[config.mk]
export PLATFORM = sky130hd
export DESIGN_NAME = ps2_direction_decoder
export DESIGN_NICKNAME = d
export VERILOG_FILES = /design/src/rtl/ps2_direction_decoder.sv
export SDC_FILE = /design/constraint.sdc
export NUM_CORES = 1
export LEC_CHECK = 0
export ABC_AREA = 0
export BUFFER_PORTS_ARGS = -buffer_cell sky130_fd_sc_hd__buf_2
export CORE_ASPECT_RATIO = 0.8
export CORE_MARGIN = 1
export CORE_UTILIZATION = 46
export CTS_CLUSTER_DIAMETER = 30
export DETAILED_ROUTE_END_ITERATION = 8
export PLACE_DENSITY = 0.61
export SLEW_MARGIN = 10
export SYNTH_ARGS = -nofsm -noshare
export SYNTH_HDL_FRONTEND = slang
export SYNTH_SLANG_ARGS = --single-unit
[constraint.sdc]
create_clock -name i_Clk -period 4.4 [get_ports i_Clk]
set_input_delay 0 -clock i_Clk [delete_from_list [all_inputs] [get_ports i_Clk]]
set_output_delay 0 -clock i_Clk [all_outputs]
set_load 0.1 [all_outputs]
[src/rtl/ps2_direction_decoder.sv]
// PS/2 keyboard front end for snake_device.
// Conditions the asynchronous PS/2 lines, deserialises 11-bit frames, tracks
// E0/F0 prefixes and turns arrow / WASD make codes into a one-hot direction.
module ps2_direction_decoder #(
    parameter int unsigned FILTER_LEN     = 8,
    parameter int unsigned TIMEOUT_CYCLES = 10647,
    parameter logic [3:0]  INIT_DIR       = 4'b0001
) (
    input  logic       i_Clk,
    input  logic       i_Rst,
    input  logic       i_PS2Clk,
    input  logic       i_PS2Data,
    output logic [3:0] o_Direction,
    output logic       o_DirValid,
    output logic [7:0] o_Scancode,
    output logic       o_ByteValid,
    output logic       o_FrameErr
);

    localparam int FW = (FILTER_LEN > 2) ? $clog2(FILTER_LEN) : 1;
    localparam int TW = $clog2(TIMEOUT_CYCLES + 1);

    typedef enum logic [1:0] {
        S_IDLE,
        S_DATA,
        S_PARITY,
        S_STOP
    } rx_state_t;

    logic [1:0]    r_clk_sync;
    logic [1:0]    r_data_sync;
    logic          r_clk_filt;
    logic          r_data_filt;
    logic          r_clk_filt_d;
    logic [FW-1:0] r_clk_cnt;
    logic [FW-1:0] r_data_cnt;
    rx_state_t     r_state;
    logic [7:0]    r_shift;
    logic [2:0]    r_bit_cnt;
    logic          r_parity;
    logic [TW-1:0] r_to_cnt;
    logic          r_ext;
    logic          r_brk;
    logic          w_fall;
    logic [3:0]    w_dir;

    // Two-flop synchronisers; preset to 1 so the idle bus looks idle out of reset.
    always_ff @(posedge i_Clk or negedge i_Rst) begin
        if (!i_Rst) begin
            r_clk_sync  <= 2'b11;
            r_data_sync <= 2'b11;
        end else begin
            // NOTE: non-blocking assignments make every flop sample the old value, so the chain really is two stages.
            r_clk_sync  <= {r_clk_sync[0], i_PS2Clk};
            r_data_sync <= {r_data_sync[0], i_PS2Data};
        end
    end

    // Clock-line glitch filter: output flips after FILTER_LEN consecutive disagreeing samples.
    always_ff @(posedge i_Clk or negedge i_Rst) begin
        if (!i_Rst) begin
            r_clk_filt <= 1'b1;
            r_clk_cnt  <= '0;
        end else if (r_clk_sync[1] != r_clk_filt) begin
            if (r_clk_cnt == FW'(FILTER_LEN - 1)) begin
                r_clk_filt <= r_clk_sync[1];
                r_clk_cnt  <= '0;
            end else begin
                r_clk_cnt <= r_clk_cnt + 1'b1;
            end
        end else begin
            r_clk_cnt <= '0;
        end
    end

    // Data-line glitch filter, identical to the clock filter.
    always_ff @(posedge i_Clk or negedge i_Rst) begin
        if (!i_Rst) begin
            r_data_filt <= 1'b1;
            r_data_cnt  <= '0;
        end else if (r_data_sync[1] != r_data_filt) begin
            if (r_data_cnt == FW'(FILTER_LEN - 1)) begin
                r_data_filt <= r_data_sync[1];
                r_data_cnt  <= '0;
            end else begin
                r_data_cnt <= r_data_cnt + 1'b1;
            end
        end else begin
            r_data_cnt <= '0;
        end
    end

    // Delayed filtered clock for falling-edge detection.
    always_ff @(posedge i_Clk or negedge i_Rst) begin
        if (!i_Rst) r_clk_filt_d <= 1'b1;
        else        r_clk_filt_d <= r_clk_filt;
    end

    assign w_fall = r_clk_filt_d & ~r_clk_filt;

    // Receive FSM: advances on filtered falling edges, aborts on inter-edge timeout.
    always_ff @(posedge i_Clk or negedge i_Rst) begin
        if (!i_Rst) begin
            r_state     <= S_IDLE;
            r_shift     <= '0;
            r_bit_cnt   <= '0;
            r_parity    <= 1'b0;
            r_to_cnt    <= '0;
            o_Scancode  <= 8'h00;
            o_ByteValid <= 1'b0;
            o_FrameErr  <= 1'b0;
        end else begin
            o_ByteValid <= 1'b0;
            o_FrameErr  <= 1'b0;
            if (w_fall) begin
                // An edge always wins over a timeout landing on the same cycle.
                r_to_cnt <= '0;
                case (r_state)
                    S_IDLE: begin
                        if (!r_data_filt) begin
                            r_state   <= S_DATA;
                            r_bit_cnt <= '0;
                        end else begin
                            o_FrameErr <= 1'b1;
                        end
                    end
                    S_DATA: begin
                        r_shift <= {r_data_filt, r_shift[7:1]};
                        if (r_bit_cnt == 3'd7) r_state <= S_PARITY;
                        else                   r_bit_cnt <= r_bit_cnt + 1'b1;
                    end
                    S_PARITY: begin
                        r_parity <= r_data_filt;
                        r_state  <= S_STOP;
                    end
                    default: begin
                        if (r_data_filt && (^{r_shift, r_parity})) begin
                            o_Scancode  <= r_shift;
                            o_ByteValid <= 1'b1;
                        end else begin
                            o_FrameErr <= 1'b1;
                        end
                        r_state <= S_IDLE;
                    end
                endcase
            end else if (r_state == S_IDLE) begin
                r_to_cnt <= '0;
            end else if (r_to_cnt == TW'(TIMEOUT_CYCLES - 1)) begin
                r_state    <= S_IDLE;
                r_to_cnt   <= '0;
                o_FrameErr <= 1'b1;
            end else begin
                r_to_cnt <= r_to_cnt + 1'b1;
            end
        end
    end

    // Make-code lookup for the current byte under the current E0 prefix.
    always_comb begin
        // NOTE: default first so every path assigns w_dir and no latch is inferred.
        w_dir = 4'b0000;
        if (r_ext) begin
            case (o_Scancode)
                8'h75:   w_dir = 4'b1000;
                8'h72:   w_dir = 4'b0100;
                8'h6B:   w_dir = 4'b0010;
                8'h74:   w_dir = 4'b0001;
                default: w_dir = 4'b0000;
            endcase
        end else begin
            case (o_Scancode)
                8'h1D:   w_dir = 4'b1000;
                8'h1B:   w_dir = 4'b0100;
                8'h1C:   w_dir = 4'b0010;
                8'h23:   w_dir = 4'b0001;
                default: w_dir = 4'b0000;
            endcase
        end
    end

    // Prefix tracking and direction update; frame errors flush stale prefixes.
    always_ff @(posedge i_Clk or negedge i_Rst) begin
        if (!i_Rst) begin
            r_ext       <= 1'b0;
            r_brk       <= 1'b0;
            o_Direction <= INIT_DIR;
            o_DirValid  <= 1'b0;
        end else begin
            o_DirValid <= 1'b0;
            if (o_FrameErr) begin
                r_ext <= 1'b0;
                r_brk <= 1'b0;
            end else if (o_ByteValid) begin
                if (o_Scancode == 8'hE0) begin
                    r_ext <= 1'b1;
                end else if (o_Scancode == 8'hF0) begin
                    r_brk <= 1'b1;
                end else begin
                    r_ext <= 1'b0;
                    r_brk <= 1'b0;
                    if (!r_brk && (w_dir != 4'b0000)) begin
                        o_Direction <= w_dir;
                        o_DirValid  <= 1'b1;
                    end
                end
            end
        end
    end

endmodule

==> out/results.ini <==
[flow_run]
drv_cap=0

[logic_synthesis]
ys_types=47
ys_seq_area_frac=0.536
syn_inst=237
yosys.area.top_type_share=0.459
postSynth.asyncResetShare=1.00
ys_ff_latch=58
synth_area_leaders=dfrtp_1, mux2_2, dfstp_2, ha_1, xor2_1
synth_area_um2=2730
ys_warn_count=0
synth_edf_count=0
synth_most_common_cell=dfrtp_1
postSynthAreaPerCell_um2=11.5
synth_ff_type=dfrtp_1
syn_nets=254
yosys-top-cells-count=dfrtp_1, nor2_1, mux2_2, nand2_1, ha_1
synth_top_area_cell=dfrtp_1

[timing]
post-route-period-util=0.474
hold_viol=0
period_needed_ps=2090
grt_setup_unrepaired=false
tightest_slew_ps=716
timing.fmax_ghz=0.479
setup_slack_ps=2310
skew_ps=8.31
finalSetupTns_ps=0
setup_violations=0
drv_slew=0
relSlewSlack=0.523

[pwr]
p_leak_nw=1.52
ir_drop_mv=0.306
p_per_area_nw_per_um2=425

[worst_setup_path]
crit_path_start=r_shift[1]$_DFFE_PN0P_
arrival_ps=2300
cpPeakStageDelay_ps=420
required_ps=4620
cp_slowest_cell=dfrtp_1
cp-start-kind=register
end_kind=register
cp_max_fo=9
timing.rr.start=r_shift[1]$_DFFE_PN0P_
cp_cell_sequence=xnor2_1 > xnor3_1 > xnor2_1 > nand4_2 > mux2_2
criticalPathCategory=register to register
path_common_cell=xnor2_1

[detailed_routing]
viasPerCell=5.19
antenna_left=0
dr.pass1.iters=4
wl_per_cell_um=13.2
routed_wirelength_um=4610
routed-via-count=1810
first_iter_violations=72
drc=0

[final_layout]
fillers=493
drive_gt1_frac=0.258
num-nets-final=283
areaGrowthSynthToFinish_pct=15.9
final_cells=349
antennaDiodeCount=0

[floorplan]
fp.dieH_um=70.9
core-area_um2=5590
start_util=0.488
rows=24
die_w_um=88.1
die_area_um2=6240
io_pins=19

[grt]
grt_pass1_wl_um=8110
grt_pass1_vias=1780
grt_max_degree=59
antenna_found_initial=0
grtUsageTotal=0.175
grt-ovfl-total=0

[clocking]
cts_tree=built
numCtsBuffers=9
clockBufferDepth=2
clock_sinks=58
cts_htree_levels=3
postCtsResizedCells=0
post_cts_buffers=0
clockRootBuffer=clkbuf_8
cts-hold-fix-buffers=3
clock_latency_ps=340
path_clk_slew_ps=70

[min_path]
hp-start=i_PS2Clk
hp-class=input port to register

[run_status]
status=finished clean

[placed_design]
numPortBuffers=18
hpwl_um=3110
post-place-ws_ps=2340
dp_cells=330
place.gp.congestion=0.800

-- path summary, 6_finish.rpt --
path / slack (ps) / cells after the start / end
setup / recovery: 2310 / 5 / o_Scancode[3]$_DFFE_PN0P_
hold / removal: 310 / 2 / r_clk_sync[0]$_DFF_PN1_
setup reg to reg: 2310 / 5 / o_Scancode[3]$_DFFE_PN0P_
hold reg to reg: 360 / 0 / r_clk_sync[1]$_DFF_PN1_
max in group asynchronous: 3570 / 3 / o_Scancode[1]$_DFFE_PN0P_
min in group asynchronous: 350 / 3 / o_DirValid$_DFF_PN0_
-- worst max-delay path, delay by kind of cell (launching register included) --
family / cells / cell delay [ps]
XOR/XNOR: 3 / 860
flip-flops: 1 / 420
multiplexers: 1 / 370
AND/OR/NAND/NOR: 1 / 310
-- where the power goes --
part | total (W) | switching (W) | internal, W
registers | 0.000634 | 0.0000418 | 0.000593
logic | 0.000183 | 0.000107 | 0.0000753
clock network | 0.000527 | 0.000204 | 0.000323
-- flip-flops by register name, indices dropped and copies added (netlist names), 2 cells and up --
signal and cells:
r_to_cnt 14, o_Scancode 8, r_shift 8, o_Direction 4, r_bit_cnt 3, r_clk_cnt 3, r_data_cnt 3, r_clk_sync 2
r_data_sync 2, r_state 2
-- per-stage QoR --
step / utilization / total power, W / hold slack (ps) / instance area (um2)
after detailed placement: 0.520 / 0.000829 / 107 / 2910
after floorplan: - / 0.000779 / -296 / 2730
final: 0.566 / 0.00134 / 310 / 3160
after global routing: 0.566 / 0.00143 / 292 / 3160
after CTS: 0.566 / 0.00137 / 283 / 3160
after global placement: 0.520 / 0.000823 / 105 / 2910
-- layout make-up --
| type | instances | area [um2] | area share |
|---|---|---|---|
| Clock buffer | 13 | 179 | 0.0566 |
| Clock inverter | 3 | 45.0 | 0.0143 |
| Inverter | 8 | 30.0 | 0.00950 |
| Multi-Input combinational cell | 167 | 1220 | 0.386 |
| Sequential cell | 58 | 1460 | 0.462 |
| Tap cell | 78 | 97.6 | 0.0309 |
| Timing Repair Buffer | 22 | 128 | 0.0404 |
-- metal layers --
| layer | vias to the layer above | GRT usage | share of wire |
|---|---|---|---|
| li1 | 883 | - | - |
| met1 | 884 | 0.223 | 0.49 |
| met4 | 0 | 0.0753 | 0.023 |
| met3 | 11 | 0.0782 | 0.044 |
| met2 | 32 | 0.258 | 0.44 |
| met5 | - | 0 | 0 |
-- logic make-up after synthesis --
kind of cell	share of synthesized area
simple gates	0.175
flops	0.536
compound gates	0.0541
xor+xnor	0.0725
mux	0.0858
fa+ha+maj	0.0596
buf+inv	0.0170
-- cells in the final DEF (no fill, tap or decap), types with 6 or more instances in the layout --
cell / instances
nand2_1: 18
clkbuf_8: 13
xnor2_1: 9
inv_1: 8
mux2_2: 19
nor4_1: 6
nor2_1: 24
dfstp_2: 8
ha_1: 13
buf_2: 18
xor2_1: 11
dfrtp_1: 50
nand3_1: 7
(Power assumes the default switching activity.)
